## config.mk

```make
export PLATFORM = sky130hd
export DESIGN_NAME = addsub_sched
export DESIGN_NICKNAME = d
export VERILOG_FILES = /design/src/rtl/addsub_sched.sv
export SDC_FILE = /design/constraint.sdc
export NUM_CORES = 1
export LEC_CHECK = 0
export CORE_MARGIN = 2
export CORE_UTILIZATION = 40
export DETAILED_ROUTE_END_ITERATION = 12
export HOLD_SLACK_MARGIN = 0.15
export PLACE_DENSITY = 0.83
export SETUP_SLACK_MARGIN = 0.2
export SKIP_LAST_GASP = 1
export SYNTH_ARGS = -nofsm -noshare
export SYNTH_HDL_FRONTEND = slang
export SYNTH_SLANG_ARGS = --single-unit
```

## constraint.sdc

```tcl
create_clock -name clk -period 5.37 [get_ports clk]
set_clock_uncertainty 0.2 [all_clocks]
set_input_delay 0.8055 -clock clk [delete_from_list [all_inputs] [get_ports clk]]
set_output_delay 0.8055 -clock clk [all_outputs]
set_load 0.1 [all_outputs]
```

## src/rtl/addsub_sched.sv

```systemverilog
// addsub_sched: four-requester add/subtract unit with one shared datapath.
// An arbiter grants one requester per operation (round-robin or fixed
// priority). The operation then passes through IDLE -> EXEC -> RESP, and
// the result is held in RESP until the consumer accepts it.
// Optional feature: define ADDSUB_SCHED_STATS_EN to build the saturating
// completed-operation counter behind op_count. Without it op_count reads 0.
module addsub_sched #(
    parameter int data_width     = 8,
    parameter int fixed_priority = 0
) (
    input  logic                    clk,
    input  logic                    rst,
    input  logic [3:0]              req_valid,
    output logic [3:0]              req_ready,
    input  logic [3:0]              req_op,
    input  logic [4*data_width-1:0] req_a,
    input  logic [4*data_width-1:0] req_b,
    output logic                    rsp_valid,
    input  logic                    rsp_ready,
    output logic [1:0]              rsp_id,
    output logic [data_width:0]     rsp_result,
    output logic                    busy,
    output logic [15:0]             op_count
);

    localparam logic [1:0] IDLE = 2'd0;
    localparam logic [1:0] EXEC = 2'd1;
    localparam logic [1:0] RESP = 2'd2;

    logic [1:0]            state_q,  state_d;
    logic [1:0]            ptr_q,    ptr_d;
    logic                  op_q,     op_d;
    logic [data_width-1:0] a_q,      a_d;
    logic [data_width-1:0] b_q,      b_d;
    logic [1:0]            id_q,     id_d;
    logic [data_width:0]   result_q, result_d;

    logic                  found_s;
    logic [1:0]            win_s;
    logic [1:0]            base_s;
    logic [1:0]            idx_s;
    logic                  grant_s;
    logic                  rsp_fire_s;

    // Arbiter: scan upward from the search base and wrap at 3 -> 0. The first valid index wins.
    always_comb begin
        found_s = 1'b0;
        win_s   = 2'd0;
        idx_s   = 2'd0;
        if (fixed_priority != 0) begin
            base_s = 2'd0;
        end else begin
            base_s = ptr_q;
        end
        for (int k = 0; k < 4; k++) begin
            idx_s = base_s + 2'(k);
            if (!found_s && req_valid[idx_s]) begin
                found_s = 1'b1;
                win_s   = idx_s;
            end else begin
                found_s = found_s;
            end
        end
    end

    // Grant qualification: offer a grant only from IDLE and never while reset is held.
    always_comb begin
        if ((state_q == IDLE) && !rst && found_s) begin
            grant_s   = 1'b1;
            req_ready = 4'b0001 << win_s;
        end else begin
            grant_s   = 1'b0;
            req_ready = 4'b0000;
        end
    end

    assign rsp_fire_s = (state_q == RESP) && rsp_ready;

    // Next-state logic: capture the winner on grant, compute in EXEC, hold in RESP until accepted.
    always_comb begin
        state_d  = state_q;
        ptr_d    = ptr_q;
        op_d     = op_q;
        a_d      = a_q;
        b_d      = b_q;
        id_d     = id_q;
        result_d = result_q;
        case (state_q)
            IDLE: begin
                if (grant_s) begin
                    op_d    = req_op[win_s];
                    a_d     = req_a[int'(win_s)*data_width +: data_width];
                    b_d     = req_b[int'(win_s)*data_width +: data_width];
                    id_d    = win_s;
                    ptr_d   = win_s + 2'd1;
                    state_d = EXEC;
                end else begin
                    state_d = IDLE;
                end
            end
            EXEC: begin
                // The extra MSB holds the carry on add and the borrow on subtract.
                if (op_q) begin
                    result_d = {1'b0, a_q} - {1'b0, b_q};
                end else begin
                    result_d = {1'b0, a_q} + {1'b0, b_q};
                end
                state_d = RESP;
            end
            RESP: begin
                if (rsp_ready) begin
                    state_d = IDLE;
                end else begin
                    state_d = RESP;
                end
            end
            default: begin
                state_d = IDLE;
            end
        endcase
    end

    // State and datapath registers. Reset drops any operation in flight.
    always_ff @(posedge clk) begin
        if (rst) begin
            state_q  <= IDLE;
            ptr_q    <= 2'd0;
            op_q     <= 1'b0;
            a_q      <= {data_width{1'b0}};
            b_q      <= {data_width{1'b0}};
            id_q     <= 2'd0;
            result_q <= {(data_width+1){1'b0}};
        end else begin
            state_q  <= state_d;
            ptr_q    <= ptr_d;
            op_q     <= op_d;
            a_q      <= a_d;
            b_q      <= b_d;
            id_q     <= id_d;
            result_q <= result_d;
        end
    end

    // Response outputs come from registers. They are forced to idle values while reset is asserted.
    always_comb begin
        if (rst) begin
            rsp_valid  = 1'b0;
            busy       = 1'b0;
            rsp_id     = 2'd0;
            rsp_result = {(data_width+1){1'b0}};
        end else begin
            rsp_valid  = (state_q == RESP);
            busy       = (state_q != IDLE);
            rsp_id     = id_q;
            rsp_result = result_q;
        end
    end

`ifdef ADDSUB_SCHED_STATS_EN
    logic [15:0] count_q, count_d;

    // Completed-operation counter: counts accepted responses and stops at all-ones.
    always_comb begin
        if (rsp_fire_s && (count_q != 16'hFFFF)) begin
            count_d = count_q + 16'd1;
        end else begin
            count_d = count_q;
        end
    end

    // Counter register.
    always_ff @(posedge clk) begin
        if (rst) begin
            count_q <= 16'h0000;
        end else begin
            count_q <= count_d;
        end
    end

    // Counter output, forced to zero while reset is asserted.
    always_comb begin
        if (rst) begin
            op_count = 16'h0000;
        end else begin
            op_count = count_q;
        end
    end
`else
    logic unused_fire_s;
    assign unused_fire_s = rsp_fire_s;
    assign op_count      = 16'h0000;
`endif

endmodule

```

==> results of run 1 <==
final cells by class:
| type | count | area, um2 |
|---|---|---|
| Inverter | 8 | 32.53 |
| Multi-Input combinational cell | 227 | 1690 |
| Timing Repair Buffer | 94 | 890.9 |
| Sequential cell | 32 | 640.6 |
| Tap cell | 75 | 93.84 |
| Clock buffer | 7 | 96.34 |
| Fill cell | 528 | 2546 |
placed cells by master (no fill, tap or decap), types with 8 or more instances in the layout:
cell type and n:
clkdlybuf4s50_1 74, mux2i_1 33, dfxtp_1 32, buf_4 20, nor2b_1 19, nand2_1 17, conb_1 16, a21oi_1 14
nor2_1 13, ha_1 13, o31a_1 10, nand3b_1 10, o22ai_1 8
synth_stat cells (all sizes together):
master | count | area share [%]
mux2i | 33 | 13
a211oi | 1 | 0.30
fa | 1 | 0.80
nor2 | 13 | 1.9
clkbuf | 8 | 1.2
a21oi | 14 | 2.8
nor2b | 19 | 4.7
a31oi | 1 | 0.25
conb | 1 | 0.15
nand2b | 3 | 0.75
xnor2 | 6 | 2.1
o2111a | 1 | 0.45
mux2 | 6 | 2.7
a21boi | 1 | 0.30
nor3 | 6 | 1.2
nand2 | 17 | 2.5
o21a | 7 | 2.1
o211ai | 4 | 1.2
or3 | 1 | 0.25
a41oi | 1 | 0.35
or3b | 2 | 0.80
a2111oi | 2 | 0.95
nand3b | 10 | 3.0
nor4b | 1 | 0.35
nand3 | 4 | 0.80
xor2 | 2 | 0.70
o22ai | 9 | 2.8
o31a | 10 | 3.5
dfxtp | 32 | 25
and3 | 2 | 0.50
a311o | 1 | 0.40
o21ai | 3 | 0.60
inv | 8 | 1.3
nor3b | 1 | 0.30
a21o | 1 | 0.30
buf | 23 | 7.4
o221ai | 7 | 3.1
o41ai | 2 | 0.70
and2 | 5 | 1.2
nor4 | 1 | 0.25
ha | 13 | 6.5
worst min-delay path, cell delays in order, from the launching register on:
cell     delay, ns
dfxtp_1       0.30
nand2_1       0.05
a21oi_1       0.05
per-layer routing:
layer	routed length, um	GRT usage (%)
met1	2661	21.20
met2	3098	30.06
met3	404	5.169
met4	93	5.067
met5	0	0
power by group:
group	total, uW	internal, uW	switching [uW]
combinational	742	303	438
sequential	324	287	37.8
clock	203	114	88.8
total	1270	704	565
worst min path at each step:
stage                              from                        to  slack (ns)  cells past startpoint
5_1_grt        result_q[3]$_SDFFE_PP0P_  result_q[3]$_SDFFE_PP0P_        0.27                      2
4_1_cts        result_q[3]$_SDFFE_PP0P_  result_q[3]$_SDFFE_PP0P_        0.25                      2
3_5_place_dp   result_q[3]$_SDFFE_PP0P_  result_q[3]$_SDFFE_PP0P_        0.25                      2
6_report       result_q[4]$_SDFFE_PP0P_  result_q[4]$_SDFFE_PP0P_        0.25                      2
3_3_place_gp   result_q[4]$_SDFFE_PP0P_  result_q[4]$_SDFFE_PP0P_        0.24                      2
2_1_floorplan  result_q[3]$_SDFFE_PP0P_  result_q[3]$_SDFFE_PP0P_        0.23                      2
per-stage QoR:
step           hold slack [ns]  total power (uW)  std cells
6_report                0.2511              1269        443
5_1_grt                 0.2688              1352        443
4_1_cts                 0.2542              1272        443
3_5_place_dp            0.2470              1067        436
3_3_place_gp            0.2358              1047        436
2_1_floorplan           0.2273             920.1        298
sequential cells by signal, summed over array words and instances (netlist names):
| signal | flops |
|---|---|
| op_q | 1 |
| result_q | 9 |
| a_q | 8 |
| id_q | 2 |
| b_q | 8 |
| state_q | 2 |
| base_s | 2 |
cell families after synthesis:
group,Yosys count
compound gates,65
flops,32
fa+ha+maj,14
simple gates,85
mux,39
xor+xnor,8
other cells,1
buf+inv,39
==> run_results.csv, run 1 <==
group,metric,value,unit
synthesis,synthesis.area,0.002515,mm2
die,num_rows,28,
drt,ant_nets,0,
grt,grt_start_max_net_pins,39,
clock_tree,cts_setup_buffers,0,
sta,slew_violations,0,
synthesis,yosys.area_share.simple,18.61,%
sta,setup_viol,0,
sta,max_freq,249.1,MHz
clock_tree,cts.path.max_buffers,2,
place,post-place-ws,1.369,ns
critical_path,crit_path_end,"req_ready[3]",
die,fp.dieW,83.29,um
critical_path,r2r_slack,2.42,ns
sta,hold_viol,0,
cells_and_area,num_antenna_cells,0,
drt,num_vias,2348,
synthesis,yosys.area_share.adder,7.264,%
critical_path,timing.critical_path.slowest_stage_cell,"o221ai_4",
sta,grt_setup_unrepaired,"no",
synthesis,synth_mux_area_share,15.82,%
drt,avgViaCountPerCell,5.300,
grt,grt_remaining_overflow,0,
critical_path,r2r_cells,9,
clock_tree,hold_buffers,0,
place,port_buffers,91,
critical_path,critPathKind,"input port to output pin",
critical_path,r2r_end,"result_q[8]$_SDFFE_PP0P_",
synthesis,synth_compound_area_share,20.05,%
synthesis,seq_area_frac_synth,25.47,%
critical_path,cp.depth,7,
critical_path,cp_max_fo,19,
die,coreArea,0.005991,mm2
critical_path,reg2reg_from,"b_q[2]$_SDFFE_PP0P_",
critical_path,crit_path_end_kind,"output pin",
critical_path,crit_path_cell_trace,"clkdlybuf4s50_1, mux2i_1, o221ai_4, inv_1, ha_1, and2_1, buf_4",
sta,final.period_utilization,74.76,%
drt,drtIter0Drc,94,
clock_tree,cts_tree,"built",
cells_and_area,nets,457,
cells_and_area,area_delta_synth_final,36.97,%
synthesis,synth_cell_types,50,
status,outcome,"finished clean",
synthesis,synthCells,283,
pwr,p_per_area,368.4,mW/mm2
critical_path,cp.arrival,3.01,ns
sta,worst_pin_slew,0.7900,ns
clock_tree,cts_root_buf,"clkbuf_8",
critical_path,critPathLaunchType,"input port",
grt,antenna_found_initial,0,
critical_path,cp_data_required_time,4.36,ns
clock_tree,insertion_delay,0.29,ns
cells_and_area,fin_util,57.50,%
flow_run,maxCapViolations,0,
synthesis,synth-xor-area-share,2.786,%
grt,grt_pass1_wl,10180,um
place,place_hpwl,4967,um
synthesis,ys.warnings.count,0,
grt,grt_pass1_vias,2241,
place,place_congestion,0.7931,
sta,period_needed,4.015,ns
drt,routedWlPerCell,14.13,um
clock_tree,cts_resized,0,
cells_and_area,fin_area,0.003445,mm2
clock_tree,clk_pin_slew,0.06,ns
die,die_h,83.29,um
pwr,p_leak,0.001412,uW
worst_hold_path,hold_path.class,"flop to flop",
synthesis,synth-seq-cells,32,
clock_tree,cts.htree.levels,2,
cells_and_area,layout-drive-gt1-share,10.05,%
sta,tns,0,ns
critical_path,cp_top_family,"buffers and inverters",
sta,relSlewSlack,47.14,%
die,initial_core_util,41.98,%
pwr,peakVddDrop,163.2,uV
grt,grt_use_total,17.54,%
place,placed_area,0.003348,mm2
synthesis,synth_top_family_by_area,"compound AO/OA/AOI/OAI gates",
critical_path,critPathBufInv,3,
die,ios,108,
critical_path,slowest_delay,0.60,ns
die,dieArea,0.006937,mm2
clock_tree,cts.sinks,32,
drt,dr.pass1.iters,4,
drt,remaining_drc_errors,0,
synthesis,synth.avg_cell_area,8.887,um2
clock_tree,cts-buffers-inserted,5,
sta,worst_slack,1.355,ns
drt,routed_wl,6258,um
critical_path,worstSetupStartpoint,"req_valid[0]",
No activity file was read; power rests on OpenSTA's default activity.
==> inputs of run 2 (changes only) <==
clock period = 3.85 ns   (was 5.37 ns; I/O delays follow)
==> run 2 against run 1 <==
Compared with the run above: via count rose by 1.6%; sequential share of layout area decreased by 1.2 points; routed wire length grew 5.9%; die area did not move; worst setup slack lost 0.90 ns; flip-flop and latch count is the same; non-clock buffer count up 1; cell count is 0.45% higher; largest power group unchanged; power increased by 48%; critical endpoint is now req_ready[2]; global-route usage grew 1.7 points.
==> run_results.csv, run 2 (synthesized netlist as in run 1, its figures left out) <==
group,metric,value,unit
status,outcome,"finished clean",
cells_and_area,layout-drive-gt1-share,10.54,%
cells_and_area,fillCellCount,506,
sta,slew_violations,0,
critical_path,crit_path_end_kind,"output pin",
die,dieArea,0.006937,mm2
die,initial_core_util,41.98,%
sta,hold_viol,0,
worst_hold_path,hold_path.class,"flop to flop",
drt,num_vias,2385,
clock_tree,cts_tree,"built",
place,place_congestion,0.7967,
sta,setup_viol,0,
die,coreArea,0.005991,mm2
sta,max_freq,294.4,MHz
critical_path,cp_data_required_time,3.07,ns
drt,avgViaCountPerCell,5.360,
cells_and_area,fin_util,61.45,%
die,ios,108,
clock_tree,cts.sinks,32,
drt,routedWlPerCell,14.89,um
cells_and_area,final_cell_mix,"clkdlybuf4s50_1 (74), mux2i_1 (33), dfxtp_1 (32)",
grt,grt_pass1_wl,11080,um
clock_tree,hold_buffers,0,
clock_tree,cts.htree.levels,2,
sta,grt_setup_unrepaired,"no",
critical_path,cp.arrival,2.62,ns
cells_and_area,largest_reg_flops,9,
critical_path,worstSetupStartpoint,"req_valid[0]",
critical_path,critPathLaunchType,"input port",
clock_tree,cts.path.max_buffers,2,
cells_and_area,largest_register,"result_q",
critical_path,reg2reg_from,"b_q[2]$_SDFFE_PP0P_",
drt,remaining_drc_errors,0,
clock_tree,cts-buffers-inserted,5,
pwr,p_leak,0.001474,uW
drt,routed_wl,6626,um
worst_hold_path,min_from,"result_q[4]$_SDFFE_PP0P_",
die,num_rows,28,
cells_and_area,num_antenna_cells,0,
drt,drtIter0Drc,147,
drt,dr.pass1.iters,5,
pwr,p_per_area,509.0,mW/mm2
die,fp.dieW,83.29,um
grt,grt_use_total,19.28,%
drt,ant_nets,0,
grt,grt_start_max_net_pins,38,
sta,relSlewSlack,62.54,%
critical_path,cp_max_fo,20,
critical_path,critPathKind,"input port to output pin",
cells_and_area,nets,458,
cells_and_area,area_delta_synth_final,46.37,%
sta,worst_pin_slew,0.5599,ns
cells_and_area,final_common_cell,"clkdlybuf4s50_1",
place,port_buffers,91,
grt,grt_pass1_vias,2363,
clock_tree,cts_setup_buffers,0,
grt,antenna_found_initial,0,
place,place_hpwl,5326,um
clock_tree,cts_resized,0,
grt,grt_remaining_overflow,0,
sta,tns,0,ns
clock_tree,insertion_delay,0.29,ns
clock_tree,cts_root_buf,"clkbuf_8",
sta,final.period_utilization,88.21,%
sta,period_needed,3.396,ns
flow_run,maxCapViolations,0,
die,die_h,83.29,um
pwr,peakVddDrop,264.2,uV
sta,holdWs,0.2481,ns
cells_and_area,top_regs,"result_q (9), a_q (8), b_q (8)",
clock_tree,clk_pin_slew,0.06,ns
==> run 2: cell count changes in the layout (fill, tap and decap cells not counted), sizes merged <==
| cell | before | now |
|---|---|---|
| bufinv | 0 | 1 |
| clkbuf | 7 | 6 |
| buf | 20 | 21 |
| clkinv | 0 | 1 |
==> run 2: worst paths after layout <==
kind,end,slack (ns),depth (start not counted)
worst max register to register,result_q[8]$_SDFFE_PP0P_,0.94,9
worst max-delay path,req_ready[2],0.45,8
worst min register to register,result_q[4]$_SDFFE_PP0P_,0.25,2
worst min-delay path,result_q[4]$_SDFFE_PP0P_,0.25,2
==> run 2: metal layers <==
layer,vias up,share of wire [%],GRT usage [%]
met3,12,7.5,4.672
met4,0,1.4,6.408
met1,1102,39,21.94
met5,-,0,0
li1,1171,-,-
met2,100,52,35.04
==> run 2: layout make-up <==
type                            count  area, um2  area share (%)
Timing Repair Buffer               95       1111           30.18
Clock inverter                      2      35.03          0.9517
Multi-Input combinational cell    227       1695           46.06
Sequential cell                    32      640.6           17.40
Clock buffer                        6      72.57           1.971
Inverter                            8      32.53          0.8838
Tap cell                           75      93.84           2.549
==> run 2: report_power, final <==
part	leakage (uW)	internal [uW]	switching [uW]	total, uW
Clock	0.0000552	192	127	319
Combinational	0.00115	472	631	1100
Sequential	0.000264	399	52.8	452
Total	0.00147	1060	811	1870
==> run 2: through the flow <==
step	instances	setup WS (ns)	area (um2)	power (uW)
final	445	0.4538	3681	1874
after global routing	445	0.3263	3681	1997
after CTS	445	0.4581	3681	1877
after detailed placement	437	0.4680	3573	1555
after global placement	437	0.5145	3573	1521
after floorplan	298	0.7632	2576	1284
==> run 2: critical path: stages <==
cell	delay (ns)
clkdlybuf4s50_1	0.59
a21oi_1	0.10
o21a_1	0.20
o22ai_4	0.36
inv_4	0.21
ha_1	0.23
and2_1	0.16
buf_12	0.17
